File: src/rtl/regread_stage.sv
// Two-stage register-read pipeline between the issue queue and execute.
// Optional writeback bypass into both stages is enabled by defining REGREAD_BYPASS_EN.
module regread_stage #(
  parameter int unsigned WIDTH_REG = 5,
  parameter int unsigned WIDTH_TAG = 5,
  parameter int unsigned WIDTH_BRM = 3,
  parameter int unsigned XLEN      = 32,
  parameter int unsigned WIDTH_I   = 7 + WIDTH_BRM + WIDTH_TAG + 2 + 3 * WIDTH_REG
) (
  input  logic                 i_clk,
  input  logic                 i_rst_n,
  input  logic [WIDTH_I-1:0]   i_inst,
  input  logic                 i_valid,
  output logic                 o_en,
  output logic [WIDTH_REG-1:0] o_rs1_addr,
  output logic [WIDTH_REG-1:0] o_rs2_addr,
  input  logic [XLEN-1:0]      i_rs1_data,
  input  logic [XLEN-1:0]      i_rs2_data,
  input  logic                 i_wb_en,
  input  logic [WIDTH_REG-1:0] i_wb_dest,
  input  logic [XLEN-1:0]      i_wb_data,
  input  logic [WIDTH_BRM:0]   i_BrKill,
  output logic                 o_valid,
  output logic [WIDTH_I-1:0]   o_inst,
  output logic [XLEN-1:0]      o_op1,
  output logic [XLEN-1:0]      o_op2,
  input  logic                 i_ready
);

  localparam int unsigned BRM_LO = 3 * WIDTH_REG + 2 + WIDTH_TAG;

  logic               s1_valid_q, s1_valid_d;
  logic [WIDTH_I-1:0] s1_inst_q, s1_inst_d;
  logic               s2_valid_q, s2_valid_d;
  logic [WIDTH_I-1:0] s2_inst_q, s2_inst_d;
  logic [XLEN-1:0]    s2_op1_q, s2_op1_d, s2_op2_q, s2_op2_d;

  logic                 adv1, adv2;
  logic                 kill_en;
  logic [WIDTH_BRM-1:0] kill_mask;
  logic                 in_kill, s1_kill, s2_kill;
  logic [WIDTH_REG-1:0] s1_rs1, s1_rs2, s2_rs1, s2_rs2;
  logic [XLEN-1:0]      rd_op1, rd_op2, hold_op1, hold_op2;

  assign kill_en   = i_BrKill[WIDTH_BRM];
  assign kill_mask = i_BrKill[WIDTH_BRM-1:0];
  assign in_kill   = kill_en && ((i_inst[BRM_LO +: WIDTH_BRM] & kill_mask) != '0);
  assign s1_kill   = kill_en && ((s1_inst_q[BRM_LO +: WIDTH_BRM] & kill_mask) != '0);
  assign s2_kill   = kill_en && ((s2_inst_q[BRM_LO +: WIDTH_BRM] & kill_mask) != '0);

  assign s1_rs2 = s1_inst_q[WIDTH_REG-1:0];
  assign s1_rs1 = s1_inst_q[2*WIDTH_REG-1:WIDTH_REG];
  assign s2_rs2 = s2_inst_q[WIDTH_REG-1:0];
  assign s2_rs1 = s2_inst_q[2*WIDTH_REG-1:WIDTH_REG];

  assign adv2 = !s2_valid_q || i_ready;
  assign adv1 = !s1_valid_q || adv2;

`ifndef REGREAD_BYPASS_EN
  logic unused_wb;
  assign unused_wb = ^{i_wb_en, i_wb_dest, i_wb_data};
`endif

  // Register 0 override is applied last so it wins over any bypass.
  always_comb begin
    rd_op1   = i_rs1_data;
    rd_op2   = i_rs2_data;
    hold_op1 = s2_op1_q;
    hold_op2 = s2_op2_q;
`ifdef REGREAD_BYPASS_EN
    if (i_wb_en && i_wb_dest == s1_rs1) rd_op1 = i_wb_data;
    if (i_wb_en && i_wb_dest == s1_rs2) rd_op2 = i_wb_data;
    if (i_wb_en && i_wb_dest == s2_rs1 && s2_rs1 != '0) hold_op1 = i_wb_data;
    if (i_wb_en && i_wb_dest == s2_rs2 && s2_rs2 != '0) hold_op2 = i_wb_data;
`endif
    if (s1_rs1 == '0) rd_op1 = '0;
    if (s1_rs2 == '0) rd_op2 = '0;
  end

  always_comb begin
    s1_valid_d = s1_valid_q && !s1_kill;
    s1_inst_d  = s1_inst_q;
    if (adv1) begin
      s1_valid_d = i_valid && !in_kill;
      if (i_valid) s1_inst_d = i_inst;
    end
  end

  always_comb begin
    s2_valid_d = s2_valid_q && !s2_kill;
    s2_inst_d  = s2_inst_q;
    s2_op1_d   = hold_op1;
    s2_op2_d   = hold_op2;
    if (adv2) begin
      s2_valid_d = s1_valid_q && !s1_kill;
      if (s1_valid_q) begin
        s2_inst_d = s1_inst_q;
        s2_op1_d  = rd_op1;
        s2_op2_d  = rd_op2;
      end
    end
  end

  always_ff @(posedge i_clk or negedge i_rst_n) begin
    if (!i_rst_n) begin
      s1_valid_q <= 1'b0;
      s1_inst_q  <= '0;
      s2_valid_q <= 1'b0;
      s2_inst_q  <= '0;
      s2_op1_q   <= '0;
      s2_op2_q   <= '0;
    end else begin
      s1_valid_q <= s1_valid_d;
      s1_inst_q  <= s1_inst_d;
      s2_valid_q <= s2_valid_d;
      s2_inst_q  <= s2_inst_d;
      s2_op1_q   <= s2_op1_d;
      s2_op2_q   <= s2_op2_d;
    end
  end

  assign o_en       = adv1;
  assign o_rs1_addr = s1_rs1;
  assign o_rs2_addr = s1_rs2;
  assign o_valid    = s2_valid_q;
  assign o_inst     = s2_inst_q;
  assign o_op1      = s2_op1_q;
  assign o_op2      = s2_op2_q;

endmodule

File: config.mk
export PLATFORM = sky130hd
export DESIGN_NAME = regread_stage
export DESIGN_NICKNAME = d
export VERILOG_FILES = /design/src/rtl/regread_stage.sv
export SDC_FILE = /design/constraint.sdc
export NUM_CORES = 1
export LEC_CHECK = 0
export CAP_MARGIN = 20
export CORE_MARGIN = 8
export CORE_UTILIZATION = 25
export CTS_BUF_LIST = sky130_fd_sc_hd__clkbuf_4 sky130_fd_sc_hd__clkbuf_8
export CTS_CLUSTER_SIZE = 16
export DETAILED_ROUTE_END_ITERATION = 10
export PLACE_DENSITY_LB_ADDON = 0.3
export REMOVE_ABC_BUFFERS = 1
export SYNTH_ARGS = -nofsm -noshare
export SYNTH_HDL_FRONTEND = slang
export SYNTH_SLANG_ARGS = --single-unit
File: constraint.sdc
create_clock -name i_clk -period 1.3 [get_ports i_clk]
set_input_delay 0.26 -clock i_clk [delete_from_list [all_inputs] [get_ports i_clk]]
set_output_delay 0.26 -clock i_clk [all_outputs]
set_load 0.005 [all_outputs]
==> flow_metrics.env <==
export IMPL_crit_end="o_op1[22]"
export IMPL_path_clk_slew_ns=0.08
export IMPL_drtIter0Drc=237
export IMPL_yosysWarnings=0
export IMPL_max_slew_margin=0.745
export IMPL_p_total_mw=13.0
export IMPL_ioPinCount=250
export IMPL_reg2reg_slack_ns=-0.35
export IMPL_grt_overflow=0
export IMPL_ant_nets=0
export IMPL_r2r_end="o_op1[22]"
export IMPL_fin_crit_ns=1.65
export IMPL_final_cell_count_no_fill=943
export IMPL_path_max_fanout=16
export IMPL_cts_root_buf="clkbuf_8"
export IMPL_drive_above_1_share=0.476
export IMPL_core_sq_um=21000
export IMPL_clock_path_buffers=2
export IMPL_seq_power_share=0.421
export IMPL_worstMarginPinSlew_ns=0.382
export IMPL_crit_path_end_kind="flip-flop"
export IMPL_htree_levels=4
export IMPL_run_status="finished with violations"
export IMPL_wl_mm=17.1
export IMPL_syn_to_final_growth_pct=61.6
export IMPL_portBuffers=211
export IMPL_die_width_um=162
export IMPL_worst_slack_ns=-0.350
export IMPL_critPathArrivalTime_ns=1.95
export IMPL_period_share=1.27
export IMPL_irDropWorstVdd_uv=724
export IMPL_clock_fmax_ghz=0.606
export IMPL_drv_cap=0
export IMPL_die_area_sq_um=26400
export IMPL_drc=0
export IMPL_avgSynthCellArea_sq_um=14.0
export IMPL_numCtsBuffers=17
export IMPL_cts_tree="built"
export IMPL_via_per_inst=4.52
export IMPL_grt_pass1_wl_mm=26.4
export IMPL_vias=4261
export IMPL_layout_common_cells="dfrtp_1, clkdlybuf4s50_1, buf_2"
export IMPL_fin_skew_ns=0.0110
export IMPL_yosysSeqAreaShare=0.607
export IMPL_post_route_util=0.412
export IMPL_power_leakage_nw=3.91
export IMPL_layout_commonest_cell="dfrtp_1"
export IMPL_grt_pass1_vias=4653
export IMPL_ys_seq_elements=130
export IMPL_gp_congestion=0.754
export IMPL_crit_start="s1_inst_q[9]"
export IMPL_clockPowerShare=0.272
export IMPL_finalSetupTns_ns=-27.59
export IMPL_layout_nets=797
export IMPL_fillers=2002
export IMPL_combPwrFrac=0.307
export IMPL_dr_pass1_iters=4
export IMPL_switching_share=0.293
export IMPL_cts_sinks=130
export IMPL_design_area_sq_um=8660
export IMPL_path_class="reg -> reg"
export IMPL_power_net_switching_mw=3.82
export IMPL_wl_per_cell_um=18.2
export IMPL_setup_viol=139
export IMPL_die_y_um=162
export IMPL_clkLatencyLatePin_ns=0.43
export IMPL_hp_class="in -> async"
export IMPL_crit_reg2reg_launch="s1_inst_q[9]"
export IMPL_critPathLaunchType="flip-flop"
export IMPL_hpwl_mm=11.1
export IMPL_crit_required_ns=1.60
export IMPL_violations="setup timing"
export IMPL_rsz0062_at_grt="yes"
export IMPL_p_int_mw=9.19
export IMPL_antenna_found_initial=0
export IMPL_dp_cells=861
export IMPL_n_antenna_cell=0
export IMPL_reg2reg_depth=5
export IMPL_dpl_worst_slack_ns=-0.463
export IMPL_finalHoldViolations=0
export IMPL_num_rows=53
export IMPL_power_density_nw_per_um2=1500
export IMPL_initial_utilization=0.255
export IMPL_grt_max_degree=67
export IMPL_synthesis_area_sq_um=5360
export IMPL_synthCells=382
export IMPL_ys_types=23
export IMPL_final_max_slew_viol_count=0
export IMPL_post_dp_cell_area_sq_um=7920
export IMPL_grt_util_all_layers=0.126
export IMPL_hold_ws_ns=0.155
## repair_timing
action / 4_1_cts / 5_1_grt
cloned: 5 / 3
setup buffers: 36 / 13
setup endpoints to repair: 223 / 150
pin swaps: 2 / 3
hold buffers: 1 / 0
hold endpoints to repair: 130 / 0
resized for setup: 469 / 59
## flip-flops by register name, indices dropped and copies added (netlist names)
register	cells
o_inst	32
o_op1	32
o_op2	32
o_valid	1
s1_inst_q	32
s1_valid_q	1
## worst max-delay path, stage by stage, from the launching register on
cell and delay [ns]:
dfrtp_1 0.40, buf_6 0.12, or4_4 0.54, nor2_8 0.18, buf_12 0.18, o2bb2ai_1 0.10
## power groups by stage
stage / sequential, mW / combinational [mW] / clock [mW]
after detailed placement: 5.58 / 4.01 / 0
after CTS: 5.45 / 3.84 / 3.68
after global placement: 5.56 / 3.96 / 0
final: 5.47 / 4.00 / 3.54
after global routing: 5.59 / 4.34 / 3.89
after floorplan: 5.63 / 1.17 / 0
## per-layer routing
metal	track usage	wire, um	vias to the layer above	part of all wire
met3	0.0521	1350	9	0.079
met2	0.210	8370	151	0.49
met1	0.150	7320	2134	0.43
li1	-	-	1967	-
met4	0.0278	94	0	0.0055
met5	0	0	-	0
## synth_stat cells
master | count | area, sq um
a222oi_1 | 3 | 30.0
nand2_1 | 2 | 7.51
nor2b_1 | 1 | 6.26
o2bb2ai_1 | 53 | 464
clkbuf_1 | 9 | 33.8
mux2i_1 | 2 | 20.0
a22oi_1 | 1 | 7.51
nor2_4 | 1 | 11.3
nor2_8 | 1 | 20.0
nand3b_1 | 1 | 7.51
buf_4 | 14 | 105
o2bb2ai_2 | 11 | 165
mux2_2 | 64 | 721
inv_1 | 1 | 3.75
buf_6 | 5 | 56.3
nand2b_1 | 1 | 6.26
or4_4 | 2 | 22.5
buf_1 | 1 | 3.75
buf_12 | 1 | 20.0
nand3_1 | 64 | 320
dfrtp_1 | 130 | 3250
a21oi_1 | 1 | 5.00
buf_2 | 13 | 65.1
## layout make-up
type	instances	area [sq um]	share of cell area
timing repair buffer	297	2600	0.300
clock buffer	19	255	0.0295
multi-input combinational	208	2050	0.236
clock inverter	13	153	0.0176
inverter	1	3.75	0.000434
sequential	130	3250	0.376
tap	275	344	0.0398
## kinds of logic after synthesis
logic type / count (synthesis) / synth area share
compound gates: 69 / 0.125
buf+inv: 44 / 0.0537
flops: 130 / 0.607
mux: 66 / 0.138
simple gates: 73 / 0.0750
## worst min-delay path by stage
stage	start	end	cells past startpoint
5_1_grt	i_rst_n	s1_inst_q[10]	2
4_1_cts	i_rst_n	s1_inst_q[10]	2
3_3_place_gp	i_rst_n	s1_inst_q[10]	1
2_1_floorplan	i_rst_n	o_inst[0]	0
3_5_place_dp	i_rst_n	s1_inst_q[10]	1
6_report	i_rst_n	s1_inst_q[10]	2
Note: power is estimated with default switching activity, not from simulation.
